===== config.mk =====
export PLATFORM = sky130hd
export DESIGN_NAME = mem_arbiter_flat
export DESIGN_NICKNAME = d
export VERILOG_FILES = /design/src/rtl/mem_arbiter_if.sv /design/src/rtl/mem_arbiter.sv /design/src/flat_wrapper.sv
export SDC_FILE = /design/constraint.sdc
export NUM_CORES = 1
export LEC_CHECK = 0
export CAP_MARGIN = 10
export CORE_MARGIN = 2
export CORE_UTILIZATION = 42
export DETAILED_ROUTE_END_ITERATION = 6
export PLACE_DENSITY = 0.93
export SYNTH_ARGS = -nofsm -noshare
export SYNTH_HDL_FRONTEND = slang
export SYNTH_SLANG_ARGS = --single-unit

===== constraint.sdc =====
create_clock -name i_clk -period 2.9 [get_ports i_clk]
set_input_delay 0.58 -clock i_clk [delete_from_list [all_inputs] [get_ports i_clk]]
set_output_delay 0.58 -clock i_clk [all_outputs]
set_load 0.05 [all_outputs]

===== src/rtl/mem_arbiter_if.sv =====
// Request/response bundle between the hart's fetch and load/store units, the
// arbiter and the shared memory port. The arbiter uses the slave view.
interface mem_arbiter_if;
  logic        i_if_req;
  logic [31:0] i_if_addr;
  logic        o_if_ready;
  logic        o_if_valid;
  logic [31:0] o_if_rdata;

  logic        i_ls_req;
  logic        i_ls_wen;
  logic [31:0] i_ls_addr;
  logic [31:0] i_ls_wdata;
  logic [3:0]  i_ls_mask;
  logic        o_ls_ready;
  logic        o_ls_valid;
  logic [31:0] o_ls_rdata;

  logic        o_mem_req;
  logic        o_mem_wen;
  logic [31:0] o_mem_addr;
  logic [31:0] o_mem_wdata;
  logic [3:0]  o_mem_mask;
  logic        i_mem_ready;
  logic        i_mem_valid;
  logic [31:0] i_mem_rdata;

  modport master (
    output i_if_req, i_if_addr, i_ls_req, i_ls_wen, i_ls_addr, i_ls_wdata,
           i_ls_mask, i_mem_ready, i_mem_valid, i_mem_rdata,
    input  o_if_ready, o_if_valid, o_if_rdata, o_ls_ready, o_ls_valid,
           o_ls_rdata, o_mem_req, o_mem_wen, o_mem_addr, o_mem_wdata, o_mem_mask
  );

  modport slave (
    input  i_if_req, i_if_addr, i_ls_req, i_ls_wen, i_ls_addr, i_ls_wdata,
           i_ls_mask, i_mem_ready, i_mem_valid, i_mem_rdata,
    output o_if_ready, o_if_valid, o_if_rdata, o_ls_ready, o_ls_valid,
           o_ls_rdata, o_mem_req, o_mem_wen, o_mem_addr, o_mem_wdata, o_mem_mask
  );
endinterface


===== src/rtl/mem_arbiter.sv =====
// Shared-memory arbiter for fetch and load/store with one outstanding access.
// Define MEM_ARB_RR_EN for round-robin ties instead of data priority + starve limit.
module mem_arbiter #(
  parameter int STARVE_LIMIT = 4
) (
  input  logic        i_clk,
  input  logic        i_rst,
  mem_arbiter_if.slave bus,
  output logic [1:0]  o_dbg_state
);

  typedef enum logic [1:0] {
    IDLE  = 2'd0,
    ISSUE = 2'd1,
    WAIT  = 2'd2,
    RESP  = 2'd3
  } state_t;

  state_t      state_q, state_d;
  logic        grant_if, grant_ls, tie_to_if;
  logic [31:0] addr_q, wdata_q, if_rdata_q, ls_rdata_q;
  logic [3:0]  mask_q;
  logic        wen_q, owner_ls_q, if_valid_q, ls_valid_q;

`ifdef MEM_ARB_RR_EN
  logic last_ls_q;

  // Resetting to "data" makes fetch win the first tie.
  assign tie_to_if = last_ls_q;

  always_ff @(posedge i_clk) begin
    if (i_rst) begin
      last_ls_q <= 1'b1;
    end else if (grant_if || grant_ls) begin
      last_ls_q <= grant_ls;
    end
  end
`else
  localparam int CNT_W = (STARVE_LIMIT < 1) ? 1 : $clog2(STARVE_LIMIT + 1);
  localparam logic [CNT_W-1:0] LIMIT = CNT_W'(STARVE_LIMIT);

  logic [CNT_W-1:0] starve_q;

  assign tie_to_if = (starve_q == LIMIT);

  always_ff @(posedge i_clk) begin
    if (i_rst) begin
      starve_q <= '0;
    end else if (grant_if) begin
      starve_q <= '0;
    end else if (grant_ls && bus.i_if_req && (starve_q != LIMIT)) begin
      starve_q <= starve_q + 1'b1;
    end
  end
`endif

  // Handshakes: a request is held until its ready pulses (only in IDLE, never
  // during reset); valid is a one-cycle registered pulse in RESP, so a
  // requester never sees ready and valid together. o_mem_req stays high with
  // stable fields until i_mem_ready; i_mem_valid counts only in WAIT.
  always_comb begin
    state_d  = state_q;
    grant_if = 1'b0;
    grant_ls = 1'b0;
    case (state_q)
      IDLE: begin
        if (!i_rst) begin
          if (bus.i_if_req && bus.i_ls_req) begin
            grant_if = tie_to_if;
            grant_ls = !tie_to_if;
          end else begin
            grant_if = bus.i_if_req;
            grant_ls = bus.i_ls_req;
          end
          if (grant_if || grant_ls) state_d = ISSUE;
        end
      end
      ISSUE:   if (bus.i_mem_ready) state_d = WAIT;
      WAIT:    if (bus.i_mem_valid) state_d = RESP;
      RESP:    state_d = IDLE;
      default: state_d = IDLE;
    endcase
  end

  always_ff @(posedge i_clk) begin
    if (i_rst) begin
      state_q    <= IDLE;
      addr_q     <= 32'd0;
      wdata_q    <= 32'd0;
      mask_q     <= 4'd0;
      wen_q      <= 1'b0;
      owner_ls_q <= 1'b0;
      if_rdata_q <= 32'd0;
      ls_rdata_q <= 32'd0;
      if_valid_q <= 1'b0;
      ls_valid_q <= 1'b0;
    end else begin
      state_q <= state_d;
      if (grant_if) begin
        addr_q     <= bus.i_if_addr & 32'hFFFF_FFFC;
        wdata_q    <= 32'd0;
        mask_q     <= 4'b1111;
        wen_q      <= 1'b0;
        owner_ls_q <= 1'b0;
      end else if (grant_ls) begin
        addr_q     <= bus.i_ls_addr & 32'hFFFF_FFFC;
        wdata_q    <= bus.i_ls_wdata;
        mask_q     <= bus.i_ls_mask;
        wen_q      <= bus.i_ls_wen;
        owner_ls_q <= 1'b1;
      end
      if ((state_q == WAIT) && bus.i_mem_valid) begin
        if (owner_ls_q) ls_rdata_q <= bus.i_mem_rdata;
        else            if_rdata_q <= bus.i_mem_rdata;
      end
      if_valid_q <= (state_q == WAIT) && bus.i_mem_valid && !owner_ls_q;
      ls_valid_q <= (state_q == WAIT) && bus.i_mem_valid &&  owner_ls_q;
    end
  end

  assign bus.o_if_ready  = grant_if;
  assign bus.o_ls_ready  = grant_ls;
  assign bus.o_if_valid  = if_valid_q;
  assign bus.o_ls_valid  = ls_valid_q;
  assign bus.o_if_rdata  = if_rdata_q;
  assign bus.o_ls_rdata  = ls_rdata_q;
  assign bus.o_mem_req   = (state_q == ISSUE);
  assign bus.o_mem_wen   = wen_q;
  assign bus.o_mem_addr  = addr_q;
  assign bus.o_mem_wdata = wdata_q;
  assign bus.o_mem_mask  = mask_q;
  assign o_dbg_state     = state_q;

endmodule


===== src/flat_wrapper.sv =====
// flat-port wrapper written by rule: the top's interface ports become plain ports
module mem_arbiter_flat 
#(
  parameter int STARVE_LIMIT = 4
)
  (i_clk, i_rst, o_dbg_state, bus_i_if_req, bus_i_if_addr, bus_i_ls_req, bus_i_ls_wen, bus_i_ls_addr, bus_i_ls_wdata, bus_i_ls_mask, bus_i_mem_ready, bus_i_mem_valid, bus_i_mem_rdata, bus_o_if_ready, bus_o_if_valid, bus_o_if_rdata, bus_o_ls_ready, bus_o_ls_valid, bus_o_ls_rdata, bus_o_mem_req, bus_o_mem_wen, bus_o_mem_addr, bus_o_mem_wdata, bus_o_mem_mask);
  mem_arbiter_if bus_i ();
  input  logic i_clk;
  input  logic i_rst;
  output logic [1:0] o_dbg_state;
  input wire logic [$bits(bus_i.i_if_req)-1:0] bus_i_if_req;
  input wire logic [$bits(bus_i.i_if_addr)-1:0] bus_i_if_addr;
  input wire logic [$bits(bus_i.i_ls_req)-1:0] bus_i_ls_req;
  input wire logic [$bits(bus_i.i_ls_wen)-1:0] bus_i_ls_wen;
  input wire logic [$bits(bus_i.i_ls_addr)-1:0] bus_i_ls_addr;
  input wire logic [$bits(bus_i.i_ls_wdata)-1:0] bus_i_ls_wdata;
  input wire logic [$bits(bus_i.i_ls_mask)-1:0] bus_i_ls_mask;
  input wire logic [$bits(bus_i.i_mem_ready)-1:0] bus_i_mem_ready;
  input wire logic [$bits(bus_i.i_mem_valid)-1:0] bus_i_mem_valid;
  input wire logic [$bits(bus_i.i_mem_rdata)-1:0] bus_i_mem_rdata;
  output wire logic [$bits(bus_i.o_if_ready)-1:0] bus_o_if_ready;
  output wire logic [$bits(bus_i.o_if_valid)-1:0] bus_o_if_valid;
  output wire logic [$bits(bus_i.o_if_rdata)-1:0] bus_o_if_rdata;
  output wire logic [$bits(bus_i.o_ls_ready)-1:0] bus_o_ls_ready;
  output wire logic [$bits(bus_i.o_ls_valid)-1:0] bus_o_ls_valid;
  output wire logic [$bits(bus_i.o_ls_rdata)-1:0] bus_o_ls_rdata;
  output wire logic [$bits(bus_i.o_mem_req)-1:0] bus_o_mem_req;
  output wire logic [$bits(bus_i.o_mem_wen)-1:0] bus_o_mem_wen;
  output wire logic [$bits(bus_i.o_mem_addr)-1:0] bus_o_mem_addr;
  output wire logic [$bits(bus_i.o_mem_wdata)-1:0] bus_o_mem_wdata;
  output wire logic [$bits(bus_i.o_mem_mask)-1:0] bus_o_mem_mask;
  assign bus_i.i_if_req = bus_i_if_req;
  assign bus_i.i_if_addr = bus_i_if_addr;
  assign bus_i.i_ls_req = bus_i_ls_req;
  assign bus_i.i_ls_wen = bus_i_ls_wen;
  assign bus_i.i_ls_addr = bus_i_ls_addr;
  assign bus_i.i_ls_wdata = bus_i_ls_wdata;
  assign bus_i.i_ls_mask = bus_i_ls_mask;
  assign bus_i.i_mem_ready = bus_i_mem_ready;
  assign bus_i.i_mem_valid = bus_i_mem_valid;
  assign bus_i.i_mem_rdata = bus_i_mem_rdata;
  assign bus_o_if_ready = bus_i.o_if_ready;
  assign bus_o_if_valid = bus_i.o_if_valid;
  assign bus_o_if_rdata = bus_i.o_if_rdata;
  assign bus_o_ls_ready = bus_i.o_ls_ready;
  assign bus_o_ls_valid = bus_i.o_ls_valid;
  assign bus_o_ls_rdata = bus_i.o_ls_rdata;
  assign bus_o_mem_req = bus_i.o_mem_req;
  assign bus_o_mem_wen = bus_i.o_mem_wen;
  assign bus_o_mem_addr = bus_i.o_mem_addr;
  assign bus_o_mem_wdata = bus_i.o_mem_wdata;
  assign bus_o_mem_mask = bus_i.o_mem_mask;
  mem_arbiter #(.STARVE_LIMIT(STARVE_LIMIT)) u_core (.i_clk(i_clk), .i_rst(i_rst), .bus(bus_i), .o_dbg_state(o_dbg_state));
endmodule

Word level (Yosys, flattened, before mapping)
Cells that the tools add are included.
{"block": "totals", "reg_bits": 139, "in_bits": 139, "word_cells": 54}
{"block": "classes", "bitwise": 1, "reduce_logical": 15, "muxes": 18, "addsub": 1, "n_eq_ne": 8}
{"cell": "32-bit 2-to-1 mux", "n": 2}
{"cell": "1-bit 2-to-1 mux", "n": 10}
{"cell": "4-bit 2-to-1 mux", "n": 2}
{"cell": "2-bit case mux with 4 select lines", "n": 1}
{"cell": "1-bit logical AND", "n": 6}
{"cell": "2-bit 2-to-1 mux", "n": 3}
{"cell": "2-bit equality test, second input constant", "n": 2}
{"cell": "2-bit inequality test, second input constant", "n": 2}
{"cell": "2-bit AND reduction", "n": 2}
{"cell": "3-bit by 1-bit adder with 3-bit output, second input constant", "n": 1}
{"cell": "3-bit equality test, second input constant", "n": 1}
{"cell": "3-bit inequality test, second input constant", "n": 1}
{"cell": "3-bit AND reduction", "n": 1}
{"cell": "2-bit by 1-bit equality test with 1-bit output, second input constant", "n": 1}
{"cell": "1-bit zero test", "n": 2}
{"cell": "2-bit zero test", "n": 1}
{"cell": "2-bit by 1-bit inequality test with 1-bit output, second input constant", "n": 1}
{"cell": "2-bit nonzero test", "n": 1}
{"cell": "2-bit OR reduction", "n": 1}
{"cell": "1-bit logical OR", "n": 1}
{"cell": "1-bit NOT", "n": 1}

Depth between registers and ports, before layout
Gate-level depths: netlist (run 1).
{"block": "logic_depth", "ltp_word": 9, "mapped_depth": 9, "depth_no_buf": 6}

Worst setup path after synthesis (run 1)
OpenSTA, ideal clock, no wires.
{"block": "synth_timing", "kind": "reg-to-output", "from": "register u_core.state_q[0], in the netlist u_core.o_dbg_state[0]", "to": "output port bus_o_ls_ready", "arrival_ns": 1.968, "slack_ns": 0.352, "required_time_ns": 2.320, "n_path_buf": 2, "stages_incl_launch_ff": 7, "cell_sequence": "dfxtp_1 -> inv_1 -> ha_1 -> buf_2 -> nand3b_1 -> clkbuf_1 -> nor2_1"}
{"block": "synth_between", "elab_chain_len": 2}
{"item": "from (decl)", "line": "mem_arbiter.sv:19", "text": "state_t state_q, state_d;"}
{"item": "from (signal assigned)", "line": "mem_arbiter.sv:98", "text": "state_q <= state_d;"}
{"item": "2-bit zero test", "line": "mem_arbiter.sv:65", "text": "case (state_q)"}
{"item": "1-bit 2-to-1 mux", "line": "mem_arbiter.sv:65"}
{"item": "to (decl)", "line": "flat_wrapper.sv:24", "text": "output wire logic [$bits(bus_i.o_ls_ready)-1:0] bus_o_ls_ready;"}
Every way passes these cells.

Worst setup path after layout (run 1)
{"block": "layout_timing", "from": "register u_core.state_q[0], in the netlist u_core.o_dbg_state[0]", "to": "output port bus_o_if_ready"}
{"block": "layout_between", "elab_chain_len": 2}
{"item": "2-bit zero test", "line": "mem_arbiter.sv:65"}
{"item": "1-bit 2-to-1 mux", "line": "mem_arbiter.sv:65"}
{"item": "to (decl)", "line": "flat_wrapper.sv:21", "text": "output wire logic [$bits(bus_i.o_if_ready)-1:0] bus_o_if_ready;"}
Every way passes these cells.

==> impl_metrics.env, run 1 <==
export IMPL_period_share_pct=88.0
export IMPL_fin_worst_skew_ns=0.0114
export IMPL_final_util_pct=71.8
export IMPL_ctsHoldBuffers=0
export IMPL_synth_area_leader_cell="dfxtp_1"
export IMPL_grt_pass1_wl_mm=27.5
export IMPL_critPathRequiredTime_ns=2.32
export IMPL_synth_cell_type_count=36
export IMPL_p_leak_uw=0.00318
export IMPL_worstHoldPathType="reg2reg"
export IMPL_fillCellCount=882
export IMPL_ys_seq_area_share_pct=53.1
export IMPL_yosys_register_bits=139
export IMPL_path_clk_slew_ns=0.06
export IMPL_synthXorXnorAreaFrac_pct=0
export IMPL_hold_ws_ns=0.451
export IMPL_first_global_vias=5398
export IMPL_drtPass1Iterations=5
export IMPL_hold_path_end="u_core.bus.o_if_rdata[29]"
export IMPL_drv_slew=0
export IMPL_status="finished clean"
export IMPL_crit_slowest_cell="or3_4"
export IMPL_gr_total_overflow=0
export IMPL_multi_input_area_um2=2190
export IMPL_drive_gt1_share_pct=6.41
export IMPL_synth_compound_area_share_pct=20.7
export IMPL_arrival_ns=1.97
export IMPL_cts_buffers_inserted=17
export IMPL_hold_path_startpoint="u_core.bus.o_if_rdata[29]"
export IMPL_placedInstanceArea_um2=8080
export IMPL_start_kind="flop"
export IMPL_core_area_um2=12100
export IMPL_hold_depth=2
export IMPL_max_slew_margin_pct=60.9
export IMPL_yosysWarnings=0
export IMPL_die_w_um=116
export IMPL_cap_violations=0
export IMPL_rr_endpoint="u_core.bus.o_mem_wdata[1]"
export IMPL_area_growth_synth_to_final_pct=65.8
export IMPL_antenna_cells=0
export IMPL_synth_top_area_share_pct=53.1
export IMPL_fin_nets=1007
export IMPL_synth_top_family_by_area="compound AO/OA/AOI/OAI gates"
export IMPL_drt_total_wl_mm=17.9
export IMPL_num_vias=5554
export IMPL_cts_root_buf="clkbuf_16"
export IMPL_portBuffers=272
export IMPL_cp_end_kind="output pin"
export IMPL_wl_per_cell_um=17.2
export IMPL_die_h_um=116
export IMPL_num_rows=40
export IMPL_seq_area_um2=2780
export IMPL_grtUsageTotal_pct=26.6
export IMPL_report_final_setup_viol=0
export IMPL_dp_final_hpwl_mm=12.3
export IMPL_synth_fa_ha_area_share_pct=1.19
export IMPL_htreeDepth=4
export IMPL_cts_sinks=139
export IMPL_fmax_mhz=392
export IMPL_worst_path_max_fanout=10
export IMPL_powerDensity_nw_per_um2=814
export IMPL_dieArea_um2=13400
export IMPL_muxShareOfSynthArea_pct=0
export IMPL_crit_chain="inv_1 -> ha_1 -> nand2_1 -> or3_4 -> inv_2 -> buf_12"
export IMPL_grt_max_degree=64
export IMPL_antenna_found_initial=0
export IMPL_criticalPathCategory="reg2out"
export IMPL_worstMarginPinSlew_ns=0.585
export IMPL_timing_hold_violations_final=0
export IMPL_drcViolationCount=0
export IMPL_syn_inst=609
export IMPL_drt_initial_drc_count=535
export IMPL_ff2ff_path_depth=7
export IMPL_postSynthAreaPerCell_um2=8.61
export IMPL_dp_cells=1012
export IMPL_synth_area_leaders="dfxtp_1 53%, a21oi_1 9.6%, nand2_1 9.4%"
export IMPL_initial_utilization_pct=43.3
export IMPL_gp_congestion=0.830
export IMPL_r2r_slack_ns=0.84
export IMPL_setup_tns_ns=0
export IMPL_peakVddDrop_v=0.000570
export IMPL_synth_area_um2=5240
export IMPL_final_cells=1042
export IMPL_synthSimpleGateAreaFrac_pct=19.5
export IMPL_pin_count=279
export IMPL_ant_nets=0
export IMPL_slowest_delay_ns=0.39
export IMPL_clk_latency_ns=0.42
export IMPL_clockBufferDepth=2
export IMPL_worstReg2RegStart="u_core.o_dbg_state[0]"
export IMPL_period_needed_ns=2.55
export IMPL_tritoncts="yes"
export IMPL_routed_via_density=5.33
export IMPL_cts_setup_buffers=0
export IMPL_stdcell_area_um2=8700
export IMPL_post_cts_resized=0
export IMPL_rsz0062_at_grt="false"
-- flip-flops by register name, indices dropped and copies added, names as in the netlist, 2 cells and up --
register / cells
u_core.o_dbg_state: 2
u_core.bus.o_mem_wdata: 32
u_core.starve_q: 3
u_core.bus.o_if_rdata: 32
u_core.bus.o_mem_addr: 30
u_core.bus.o_ls_rdata: 32
u_core.bus.o_mem_mask: 4
-- synth_stat cells --
cell type / number
dfxtp_1: 139
nand2_1: 132
a21oi_1: 101
nand3_1: 39
o21ai_0: 38
and3_1: 32
a221o_1: 30
clkbuf_1: 24
buf_2: 17
inv_1: 6
buf_1: 5
ha_1: 5
a31oi_1: 4
nor2_1: 4
buf_4: 3
buf_6: 3
nor2b_1: 3
and3b_1: 2
clkbuf_2: 2
nand3b_1: 2
nand4_1: 2
nor3b_1: 2
a21boi_4: 1
conb_1: 1
inv_2: 1
nand2b_1: 1
nor4b_1: 1
o21a_1: 1
o21ai_1: 1
o22ai_1: 1
o311a_1: 1
o31a_1: 1
o31ai_1: 1
or2_2: 1
or3_1: 1
or3_4: 1
-- cells in the final DEF, fill, tap and decap left out, types with 3 or more instances in the layout --
cell	count
buf_4	15
a221o_1	30
nand3_1	38
clkinv_4	3
and3_1	32
dfxtp_1	139
inv_1	6
o21ai_0	38
nor2_1	4
a21oi_1	100
clkbuf_16	17
nor2b_1	3
nand2_1	132
bufinv_16	4
a31oi_1	4
ha_1	5
buf_12	3
clkdlybuf4s50_1	269
-- kinds of logic (layout without fill, tap and decap cells) --
| kind of cell | after synthesis | count (layout) |
|---|---|---|
| flops | 139 | 139 |
| fa+ha+maj | 5 | 5 |
| simple gates | 223 | 223 |
| other cells | 1 | 2 |
| compound gates | 180 | 180 |
| buf+inv | 61 | 325 |
-- critical path, delay by kind of cell, from the launching register on --
kind / cells / cell delay [ns]
adders and majority gates: 1 / 0.38
DFF: 1 / 0.32
and+or+nand+nor: 2 / 0.51
buffers and inverters: 3 / 0.34
-- power by group --
| group | leakage, uW | switching, uW | internal, uW |
|---|---|---|---|
| clock | 0.000295 | 812 | 1450 |
| sequential | 0.00113 | 155 | 2170 |
| combinational | 0.00176 | 1580 | 901 |
-- area by class of cell --
type / instances / area share (%)
Clock buffer: 19 / 5.09
Clock inverter: 11 / 1.97
Inverter: 7 / 0.302
Multi-Input combinational cell: 410 / 25.2
Sequential cell: 139 / 32.0
Tap cell: 168 / 2.42
Timing Repair Buffer: 288 / 33.0
-- how the worst max path moves through the flow --
stage	from	end	slack (ns)	cells after the start
floorplan	u_core.o_dbg_state[0]	bus_o_ls_ready	0.35	6
global placement	bus_i_if_req	bus_o_if_ready	0.39	5
CTS	u_core.o_dbg_state[0]	bus_o_if_ready	0.33	6
detailed placement	bus_i_if_req	bus_o_if_ready	0.36	5
global route	u_core.o_dbg_state[1]	bus_o_if_ready	0.19	6
finish	u_core.o_dbg_state[0]	bus_o_if_ready	0.35	6
-- metal layers --
metal,vias to the layer above,global-route usage (%),share of wire [%],wire (um)
li1,2635,-,-,-
met1,2606,30.4,38,6810
met2,262,43.5,50,8880
met3,51,10.6,8.7,1560
met4,0,12.9,3.6,641
met5,-,0,0,0
-- per-stage QoR --
stage	power [uW]	setup WS, ns
global route	7350	0.186
finish	7080	0.348
floorplan	3900	0.352
CTS	7100	0.333
detailed placement	4820	0.364
global placement	4780	0.386
(Power assumes the default switching activity.)
==> run 2: changes to the inputs <==
--- a/config.mk
+++ b/config.mk
@@ -6,7 +6,7 @@
 export NUM_CORES = 1
 export LEC_CHECK = 0
 export CAP_MARGIN = 10
-export CORE_MARGIN = 2
+export CORE_MARGIN = 3
 export CORE_UTILIZATION = 42
 export DETAILED_ROUTE_END_ITERATION = 6
 export PLACE_DENSITY = 0.93
==> run 2 against run 1 <==
  * Die area is 3.5% higher
  * Global-route usage is 1.5 points lower
  * Sequential cell count is the same
  * First-iteration DRC count decreased by 22%
  * Combinational power about the same
  * Critical path depth fell by 1
  * Count of clock-buffer cells in the layout increased by 2
  * Final cell count increased by 0.19%
  * Critical endpoint unchanged
==> impl_metrics.env, run 2 (synthesis results as in run 1) <==
export IMPL_num_vias=5479
export IMPL_dieArea_um2=13900
export IMPL_drt_total_wl_mm=17.8
export IMPL_die_h_um=118
export IMPL_tritoncts="yes"
export IMPL_slowest_delay_ns=0.52
export IMPL_dp_final_hpwl_mm=12.2
export IMPL_antenna_cells=0
export IMPL_criticalPathCategory="in2out"
export IMPL_post_cts_resized=0
export IMPL_htreeDepth=4
export IMPL_rsz0062_at_grt="false"
export IMPL_status="finished clean"
export IMPL_routed_via_density=5.25
export IMPL_dpl_worst_slack_ns=0.350
export IMPL_cts_buffers_inserted=17
export IMPL_worstMarginPinSlew_ns=0.629
export IMPL_path_clk_slew_ns=0.05
export IMPL_ctsHoldBuffers=0
export IMPL_setup_tns_ns=0
export IMPL_cp_end_kind="output pin"
export IMPL_fillCellCount=889
export IMPL_clk_latency_ns=0.42
export IMPL_core_area_um2=12100
export IMPL_num_rows=40
export IMPL_cts_setup_buffers=0
export IMPL_pin_count=279
export IMPL_final_setup_worst_slack_ns=0.358
export IMPL_gr_total_overflow=0
export IMPL_cts_sinks=139
export IMPL_report_final_setup_viol=0
export IMPL_max_slew_margin_pct=58.1
export IMPL_gp_congestion=0.865
export IMPL_cap_violations=0
export IMPL_drtPass1Iterations=5
export IMPL_p_leak_uw=0.00318
export IMPL_crit_slowest_cell="clkdlybuf4s50_1"
export IMPL_wl_per_cell_um=17.0
export IMPL_final_common_cell="clkdlybuf4s50_1"
export IMPL_drt_initial_drc_count=417
export IMPL_grtUsageTotal_pct=25.1
export IMPL_grt_pass1_wl_mm=28.1
export IMPL_layout_common_cells="269 x clkdlybuf4s50_1, 139 x dfxtp_1, 132 x nand2_1, 100 x a21oi_1"
export IMPL_worstHoldPathType="in2reg"
export IMPL_grt_max_degree=51
export IMPL_period_needed_ns=2.54
export IMPL_critPathRequiredTime_ns=2.32
export IMPL_clockBufferDepth=2
export IMPL_initial_utilization_pct=43.3
export IMPL_drcViolationCount=0
export IMPL_fmax_mhz=393
export IMPL_cp_top_family="buffers and inverters"
export IMPL_fin_nets=1008
export IMPL_cp_num_buf_inv=3
export IMPL_crit_chain="clkdlybuf4s50_1 -> a21boi_4 -> or3_4 -> inv_2 -> buf_12"
export IMPL_powerDensity_nw_per_um2=808
export IMPL_worst_path_max_fanout=8
export IMPL_finalPower_uw=7020
export IMPL_portBuffers=272
export IMPL_start_kind="input port"
export IMPL_first_global_vias=5500
export IMPL_drv_slew=0
export IMPL_area_growth_synth_to_final_pct=65.7
export IMPL_antenna_found_initial=0
export IMPL_period_share_pct=87.7
export IMPL_fin_worst_skew_ns=0.00671
export IMPL_drive_gt1_share_pct=6.62
export IMPL_ant_nets=0
export IMPL_arrival_ns=1.96
export IMPL_peakVddDrop_v=0.000532
export IMPL_die_w_um=118
export IMPL_timing_hold_violations_final=0
export IMPL_final_util_pct=71.7
export IMPL_cts_root_buf="clkbuf_16"
export IMPL_r2r_slack_ns=0.70
-- run 2: changes by cell type in the layout (fill, tap and decap cells not counted) --
cell | previous run | this run
buf_4 | 15 | 17
buf_12 | 3 | 2
bufinv_16 | 4 | 3
clkbuf_8 | 1 | 3
-- run 2: routing by layer --
| metal | global-route usage, % | part of all wire, % | vias up |
|---|---|---|---|
| met2 | 42.9 | 50 | 237 |
| met4 | 12.2 | 3.4 | 0 |
| met1 | 27.0 | 37 | 2557 |
| li1 | - | - | 2637 |
| met5 | 0 | 0 | - |
| met3 | 10.1 | 8.8 | 48 |
-- run 2: where the power goes --
group	switching [uW]	internal, uW
sequential	147	2170
combinational	1570	896
clock	816	1420
total	2540	4490
-- run 2: path summary, 6_finish.rpt --
kind | startpoint | endpoint | cells after the start
max reg2reg | u_core.o_dbg_state[0] | u_core.bus.o_mem_wdata[7] | 6
min reg2reg | u_core.bus.o_ls_rdata[18] | u_core.bus.o_ls_rdata[18] | 2
max | bus_i_ls_req | bus_o_if_ready | 5
min | i_rst | u_core.starve_q[2] | 2
-- run 2: layout make-up --
class                      count  area [um^2]  share of cell area [%]
timing repair buffer         289         2870                    33.0
tap                          168          210                    2.42
clock buffer                  21          470                    5.41
sequential                   139         2780                    32.0
inverter                       7         26.3                   0.302
clock inverter                10          141                    1.63
multi-input combinational    410         2190                    25.2
-- run 2: worst reg2reg max path, cell delays in order, from the launching register on --
cell and delay, ns:
dfxtp_1 0.32, inv_1 0.10, ha_1 0.38, and3b_2 0.67
buf_4 0.36, nand3_1 0.14, a21oi_1 0.16
-- run 2: stage by stage --
step | hold slack, ns | cell area [um^2] | std cells
2_1_floorplan | 0.449 | 5250 | 610
3_3_place_gp | 0.441 | 8080 | 1013
3_5_place_dp | 0.446 | 8080 | 1013
4_1_cts | 0.389 | 8690 | 1044
5_1_grt | 0.420 | 8690 | 1044
6_report | 0.405 | 8690 | 1044
==> run 3: changes to the inputs <==
--- a/config.mk
+++ b/config.mk
@@ -6,10 +6,11 @@
 export NUM_CORES = 1
 export LEC_CHECK = 0
 export CAP_MARGIN = 10
-export CORE_MARGIN = 3
+export CORE_MARGIN = 2
 export CORE_UTILIZATION = 42
 export DETAILED_ROUTE_END_ITERATION = 6
 export PLACE_DENSITY = 0.93
 export SYNTH_ARGS = -nofsm -noshare
 export SYNTH_HDL_FRONTEND = slang
 export SYNTH_SLANG_ARGS = --single-unit
+export TNS_END_PERCENT = 100
==> results of run 3 <==
The final DEF is identical to that of run 1; final timing and power are the same.
